--- src/rtl/imm_decode_stage_pkg.sv ---
// imm_decode_stage_pkg: opcode, format codes and helpers shared by the immediate decode stage.
package imm_decode_stage_pkg;
    localparam logic [6:0] OPC_LOAD     = 7'b0000011;
    localparam logic [6:0] OPC_MISC_MEM = 7'b0001111;
    localparam logic [6:0] OPC_OPIMM    = 7'b0010011;
    localparam logic [6:0] OPC_AUIPC    = 7'b0010111;
    localparam logic [6:0] OPC_OPIMM32  = 7'b0011011;
    localparam logic [6:0] OPC_STORE    = 7'b0100011;
    localparam logic [6:0] OPC_OP       = 7'b0110011;
    localparam logic [6:0] OPC_LUI      = 7'b0110111;
    localparam logic [6:0] OPC_OP32     = 7'b0111011;
    localparam logic [6:0] OPC_BRANCH   = 7'b1100011;
    localparam logic [6:0] OPC_JALR     = 7'b1100111;
    localparam logic [6:0] OPC_JAL      = 7'b1101111;
    localparam logic [6:0] OPC_SYSTEM   = 7'b1110011;

    localparam logic [2:0] FMT_NONE = 3'd0;
    localparam logic [2:0] FMT_I    = 3'd1;
    localparam logic [2:0] FMT_S    = 3'd2;
    localparam logic [2:0] FMT_B    = 3'd3;
    localparam logic [2:0] FMT_U    = 3'd4;
    localparam logic [2:0] FMT_J    = 3'd5;
    localparam logic [2:0] FMT_Z    = 3'd6;

    function automatic logic [63:0] sext32(input logic [31:0] v);
        return {{32{v[31]}}, v};
    endfunction
endpackage

--- src/rtl/imm_decode_stage_imm_extract.sv ---
// imm_extract: combinational immediate/format decode of one RISC-V instruction word.
module imm_extract
    import imm_decode_stage_pkg::*;
#(
    parameter int XLEN     = 32,
    parameter int EN_ZIMM  = 1,
    parameter int EN_SHAMT = 1
) (
    input  logic [31:0]     instr,
    output logic [XLEN-1:0] imm,
    output logic [2:0]      fmt,
    output logic            illegal
);
    logic [6:0]  opc;
    logic [2:0]  f3;
    logic [31:0] i_w, s_w, b_w, u_w, j_w;
    logic [5:0]  sh;
    logic        is_shift, is_zimm;

    assign opc = instr[6:0];
    assign f3  = instr[14:12];
    assign i_w = {{20{instr[31]}}, instr[31:20]};
    assign s_w = {{20{instr[31]}}, instr[31:25], instr[11:7]};
    assign b_w = {{20{instr[31]}}, instr[7], instr[30:25], instr[11:8], 1'b0};
    assign u_w = {instr[31:12], 12'b0};
    assign j_w = {{12{instr[31]}}, instr[19:12], instr[20], instr[30:21], 1'b0};
    // RV64 shifts carry a 6-bit shamt, RV32 only 5
    assign sh       = (XLEN == 64) ? instr[25:20] : {1'b0, instr[24:20]};
    assign is_shift = (EN_SHAMT != 0) && (f3[1:0] == 2'b01);
    assign is_zimm  = (EN_ZIMM != 0) && f3[2];

    always_comb begin
        illegal = 1'b0;
        fmt     = FMT_I;
        imm     = XLEN'(sext32(i_w));
        case (opc)
            OPC_LUI, OPC_AUIPC: begin
                fmt = FMT_U;
                imm = XLEN'(sext32(u_w));
            end
            OPC_JAL: begin
                fmt = FMT_J;
                imm = XLEN'(sext32(j_w));
            end
            OPC_BRANCH: begin
                fmt = FMT_B;
                imm = XLEN'(sext32(b_w));
            end
            OPC_STORE: begin
                fmt = FMT_S;
                imm = XLEN'(sext32(s_w));
            end
            OPC_OPIMM: imm = is_shift ? XLEN'(sh) : imm;
            OPC_SYSTEM: begin
                fmt = is_zimm ? FMT_Z : FMT_I;
                imm = is_zimm ? XLEN'(instr[19:15]) : imm;
            end
            OPC_LOAD, OPC_MISC_MEM, OPC_OPIMM32, OPC_JALR: fmt = FMT_I;
            OPC_OP, OPC_OP32: begin
                fmt = FMT_NONE;
                imm = '0;
            end
            default: begin
                fmt     = FMT_NONE;
                imm     = '0;
                illegal = 1'b1;
            end
        endcase
    end
endmodule

--- src/rtl/imm_decode_stage.sv ---
// imm_decode_stage: immediate/target decode behind a 2-entry skid buffer.
module imm_decode_stage
    import imm_decode_stage_pkg::*;
#(
    parameter int XLEN     = 32,
    parameter int EN_ZIMM  = 1,
    parameter int EN_SHAMT = 1
) (
    input  logic            iCLK,
    input  logic            iRST,
    input  logic            iValid,
    output logic            oReady,
    input  logic [31:0]     iInstrucao,
    input  logic [XLEN-1:0] iPC,
    output logic            oValid,
    input  logic            iReady,
    output logic [XLEN-1:0] oImm,
    output logic [XLEN-1:0] oTarget,
    output logic [2:0]      oFmt,
    output logic            oIllegal
);
    localparam logic [1:0] ST_EMPTY = 2'd0;
    localparam logic [1:0] ST_ONE   = 2'd1;
    localparam logic [1:0] ST_FULL  = 2'd2;

    typedef struct packed {
        logic [XLEN-1:0] imm;
        logic [XLEN-1:0] target;
        logic [2:0]      fmt;
        logic            illegal;
    } entry_t;

    logic [XLEN-1:0] ext_imm;
    logic [2:0]      ext_fmt;
    logic            ext_ill;
    entry_t          new_e, head, skid;
    logic [1:0]      state, nxt;
    logic            in_fire, out_fire, load_head, load_skid;

    imm_extract #(.XLEN(XLEN), .EN_ZIMM(EN_ZIMM), .EN_SHAMT(EN_SHAMT)) u_extract (
        .instr   (iInstrucao),
        .imm     (ext_imm),
        .fmt     (ext_fmt),
        .illegal (ext_ill)
    );

    assign new_e    = '{imm: ext_imm, target: iPC + ext_imm, fmt: ext_fmt, illegal: ext_ill};
    assign in_fire  = iValid & oReady;
    assign out_fire = oValid & iReady;
    assign oValid   = state != ST_EMPTY;
    // head always presents the oldest entry; skid only fills when head is stalled
    assign load_head = (state == ST_EMPTY) ? in_fire :
                       (state == ST_ONE)   ? in_fire & out_fire : out_fire;
    assign load_skid = (state == ST_ONE) & in_fire & ~out_fire;

    always_comb begin
        nxt = (state == ST_EMPTY) ? (in_fire ? ST_ONE : ST_EMPTY) :
              (state == ST_ONE)   ? ((in_fire & ~out_fire) ? ST_FULL :
                                     (~in_fire & out_fire) ? ST_EMPTY : ST_ONE) :
                                    (out_fire ? ST_ONE : ST_FULL);
    end

    always_ff @(posedge iCLK) begin
        if (iRST) begin
            state  <= ST_EMPTY;
            oReady <= 1'b1;
            head   <= '0;
            skid   <= '0;
        end else begin
            state  <= nxt;
            oReady <= nxt != ST_FULL;
            if (load_head) head <= (state == ST_ONE || state == ST_EMPTY) ? new_e : skid;
            if (load_skid) skid <= new_e;
        end
    end

    assign oImm     = head.imm;
    assign oTarget  = head.target;
    assign oFmt     = head.fmt;
    assign oIllegal = head.illegal;
endmodule

--- config.mk ---
export PLATFORM = sky130hd
export DESIGN_NAME = imm_decode_stage
export DESIGN_NICKNAME = d
export VERILOG_FILES = /design/src/rtl/imm_decode_stage_pkg.sv /design/src/rtl/imm_decode_stage_imm_extract.sv /design/src/rtl/imm_decode_stage.sv
export SDC_FILE = /design/constraint.sdc
export NUM_CORES = 1
export LEC_CHECK = 0
export CORE_MARGIN = 4
export CORE_UTILIZATION = 58
export CTS_CLUSTER_SIZE = 16
export DETAILED_ROUTE_END_ITERATION = 16
export HOLD_SLACK_MARGIN = 0.12
export PLACE_DENSITY = 0.82
export SLEW_MARGIN = 10
export SYNTH_ARGS = -nofsm -noshare
export SYNTH_HDL_FRONTEND = slang
export SYNTH_HIERARCHICAL = 1
export SYNTH_SLANG_ARGS = --single-unit
--- constraint.sdc ---
create_clock -name iCLK -period 5.4 [get_ports iCLK]
set_clock_uncertainty 0.05 [all_clocks]
set_input_delay 0.54 -clock iCLK [delete_from_list [all_inputs] [get_ports iCLK]]
set_output_delay 0.54 -clock iCLK [all_outputs]
set_load 0.03 [all_outputs]
==> impl_metrics.json <==
{
  "finalMaxSlewViolations": 0,
  "fmax_ghz": 0.218,
  "clockBufferDepth": 2,
  "dieArea_sq_um": 16200,
  "finalCriticalPeriod_ps": 4590,
  "async_reset_ff_share_pct": 0,
  "antenna_left": 0,
  "grt_pass1_vias": 7393,
  "clkTransAtPathRegs_ps": 70,
  "dieHeight_microns": 127,
  "num_antenna_cells": 0,
  "synthMuxAreaShare_pct": 6.20,
  "place_inst": 1289,
  "finalCritPeriodShare_pct": 84.9,
  "totalWireLength_mm": 23.8,
  "cp_data_required_time_ps": 5620,
  "synth_area_per_cell_sq_um": 7.93,
  "ys_warn_count": 6,
  "drc": 0,
  "synthXorXnorAreaFrac_pct": 2.98,
  "drtIter0Drc": 772,
  "synth.distinct_cells": 85,
  "grt_overflow": 0,
  "cts_setup_buffers": 0,
  "whs_ps": 402,
  "cts_made_buffers": 17,
  "core_area_sq_um": 13900,
  "synth_top_family_by_area": "compound AO/OA/AOI/OAI gates",
  "gr-usage-met3_pct": 6.81,
  "gr-usage-met1_pct": 36.1,
  "grt_max_degree": 79,
  "final_cell_mix": "182 x nand2_1, 138 x dfxtp_1, 136 x clkdlybuf4s50_1",
  "drtPass1Iterations": 6,
  "hold_viol_final": 0,
  "pre_cts_ws_ps": 443,
  "synth-seq-cells": 139,
  "p_leak_nw": 3.95,
  "tritoncts": "done",
  "vias": 7937,
  "syn_area_sq_um": 8230,
  "status": "completed",
  "layout_commonest_cell": "nand2_1",
  "finalSetupViolations": 0,
  "synth-adder-area-share_pct": 5.26,
  "synthSimpleGateAreaFrac_pct": 19.9,
  "hold_path_class": "reg2reg",
  "syn_to_final_growth_pct": 22.2,
  "worst-path-max-fanout": 14,
  "ys_seq_area_share_pct": 33.8,
  "port_buffers": 137,
  "finalWorstSetupSlack_ps": 815,
  "wire_per_inst_microns": 18.0,
  "grt_pass1_wl_mm": 37.6,
  "initial_core_util_pct": 59.3,
  "fin_setup_tns_ps": 0,
  "mappedNetlistNets": 1140,
  "synth_top_flop_cell": "dfxtp_1",
  "tightest_slew_ps": 1130,
  "worstHoldPathCells": 2,
  "start_kind": "input port",
  "grt_setup_unrepaired": "false",
  "clk_latency_ps": 420,
  "grt_usage_pct": 28.8,
  "dieWidth_microns": 127,
  "report.power.total_mw": 3.05,
  "final_cells": 1321,
  "drive_gt1_share_pct": 6.66,
  "ios": 138,
  "met2_usage_pct": 48.3,
  "r2r_cells": 6,
  "busiest_layer": "met2",
  "maxCapViolations": 0,
  "irDropWorstVdd_v": 0.000211,
  "row_count": 43,
  "synth_compound_area_share_pct": 25.0,
  "cts_root_buf": "clkbuf_16",
  "worstPathArrival_ps": 4810,
  "via_per_inst": 6.01,
  "antenna_found_initial": 0,
  "hold_buffers": 0,
  "nNetsFinal": 1230,
  "numClockSinks": 139,
  "cts-resized-gates": 0,
  "synth_edf_count": 0,
  "power_density_nw_per_um2": 303,
  "critical_path_class": "in2reg",
  "synthCells": 1038,
  "htree_levels": 4,
  "slew_headroom_pct": 24.8,
  "fillers": 1140,
  "gp_congestion": 0.993,
  "end_kind": "flip-flop",
  "dp_hpwl_mm": 17.1
}
## metrics by stage
stage                     util [%]  instance area (sq um)
after floorplan                  -                   8230
after global placement        68.3                   9470
after detailed placement      68.3                   9470
after CTS                     72.5                  10100
after global routing          72.5                  10100
final                         72.5                  10100
## worst max-delay path, stage by stage
cell             delay [ps]
clkdlybuf4s50_1         740
or2_1                   410
o21ai_2                 140
a22oi_2                 450
nand3_1                 270
ha_1                    550
nand2_1                 140
nor4_1                  380
a22o_1                  170
or3_1                   100
a31oi_1                  80
o41ai_1                 510
xnor2_1                 220
a21oi_1                 110
## sequential cells by signal (all words and copies together) (netlist names)
name and count:
skid 68, oImm 32, oTarget 32, oFmt 3
state 2, oIllegal 1, oReady 1
## layer usage
metal  part of all wire (%)  routed length [microns]
met1                     42                     9940
met5                   0.18                       42
met2                     49                    11600
met3                    6.7                     1600
met4                    2.5                      586
## synthesized netlist by cell type, types with 13 or more instances
cell | number | area (sq um)
nand2_1 | 182 | 683
dfxtp_1 | 139 | 2780
a21oi_1 | 112 | 561
nor2_1 | 89 | 334
a211oi_1 | 55 | 413
mux2i_1 | 51 | 510
clkbuf_1 | 47 | 176
ha_1 | 33 | 413
nand3_1 | 32 | 160
inv_1 | 29 | 109
o21ai_0 | 28 | 140
a21o_1 | 24 | 180
xnor2_1 | 15 | 131
o211ai_1 | 13 | 97.6
xor2_1 | 13 | 114
## power by group
part	total [mW]	internal, mW	switching [mW]	leakage, nW
Combinational	0.750	0.295	0.456	2.53
Sequential	1.14	1.10	0.0408	1.14
Clock	1.15	0.653	0.501	0.289
## area by class of cell
| cell class | count | area [sq um] | area share, % |
|---|---|---|---|
| clock buffer | 17 | 425 | 4.23 |
| clock inverter | 15 | 158 | 1.57 |
| inverter | 30 | 113 | 1.12 |
| multi-input combinational | 792 | 4900 | 48.7 |
| sequential | 139 | 2780 | 27.7 |
| tap | 180 | 225 | 2.24 |
| timing repair buffer | 148 | 1450 | 14.4 |
## logic make-up (layout without fill, tap and decap cells)
family                   count (synthesis)  in the layout
AO/OA/AOI/OAI                          309            309
XOR/XNOR                                28             28
adder cells (fa/ha/maj)                 34             34
buffers and inverters                  107            210
flip-flops                             139            139
multiplexers                            51             51
AND/OR/NAND/NOR                        370            370
## final timing paths
kind                            slack [ps]                 start                       end
worst max-delay path                   810         iInstrucao[6]     skid[35]$_SDFFE_PP0P_
worst min-delay path                   400  skid[8]$_SDFFE_PP0P_      skid[8]$_SDFFE_PP0P_
worst max register to register        2660   state[1]$_SDFF_PP0_  oTarget[30]$_SDFFE_PP0P_
worst min register to register         400  skid[8]$_SDFFE_PP0P_      skid[8]$_SDFFE_PP0P_
No activity file was read; power rests on OpenSTA's default activity.
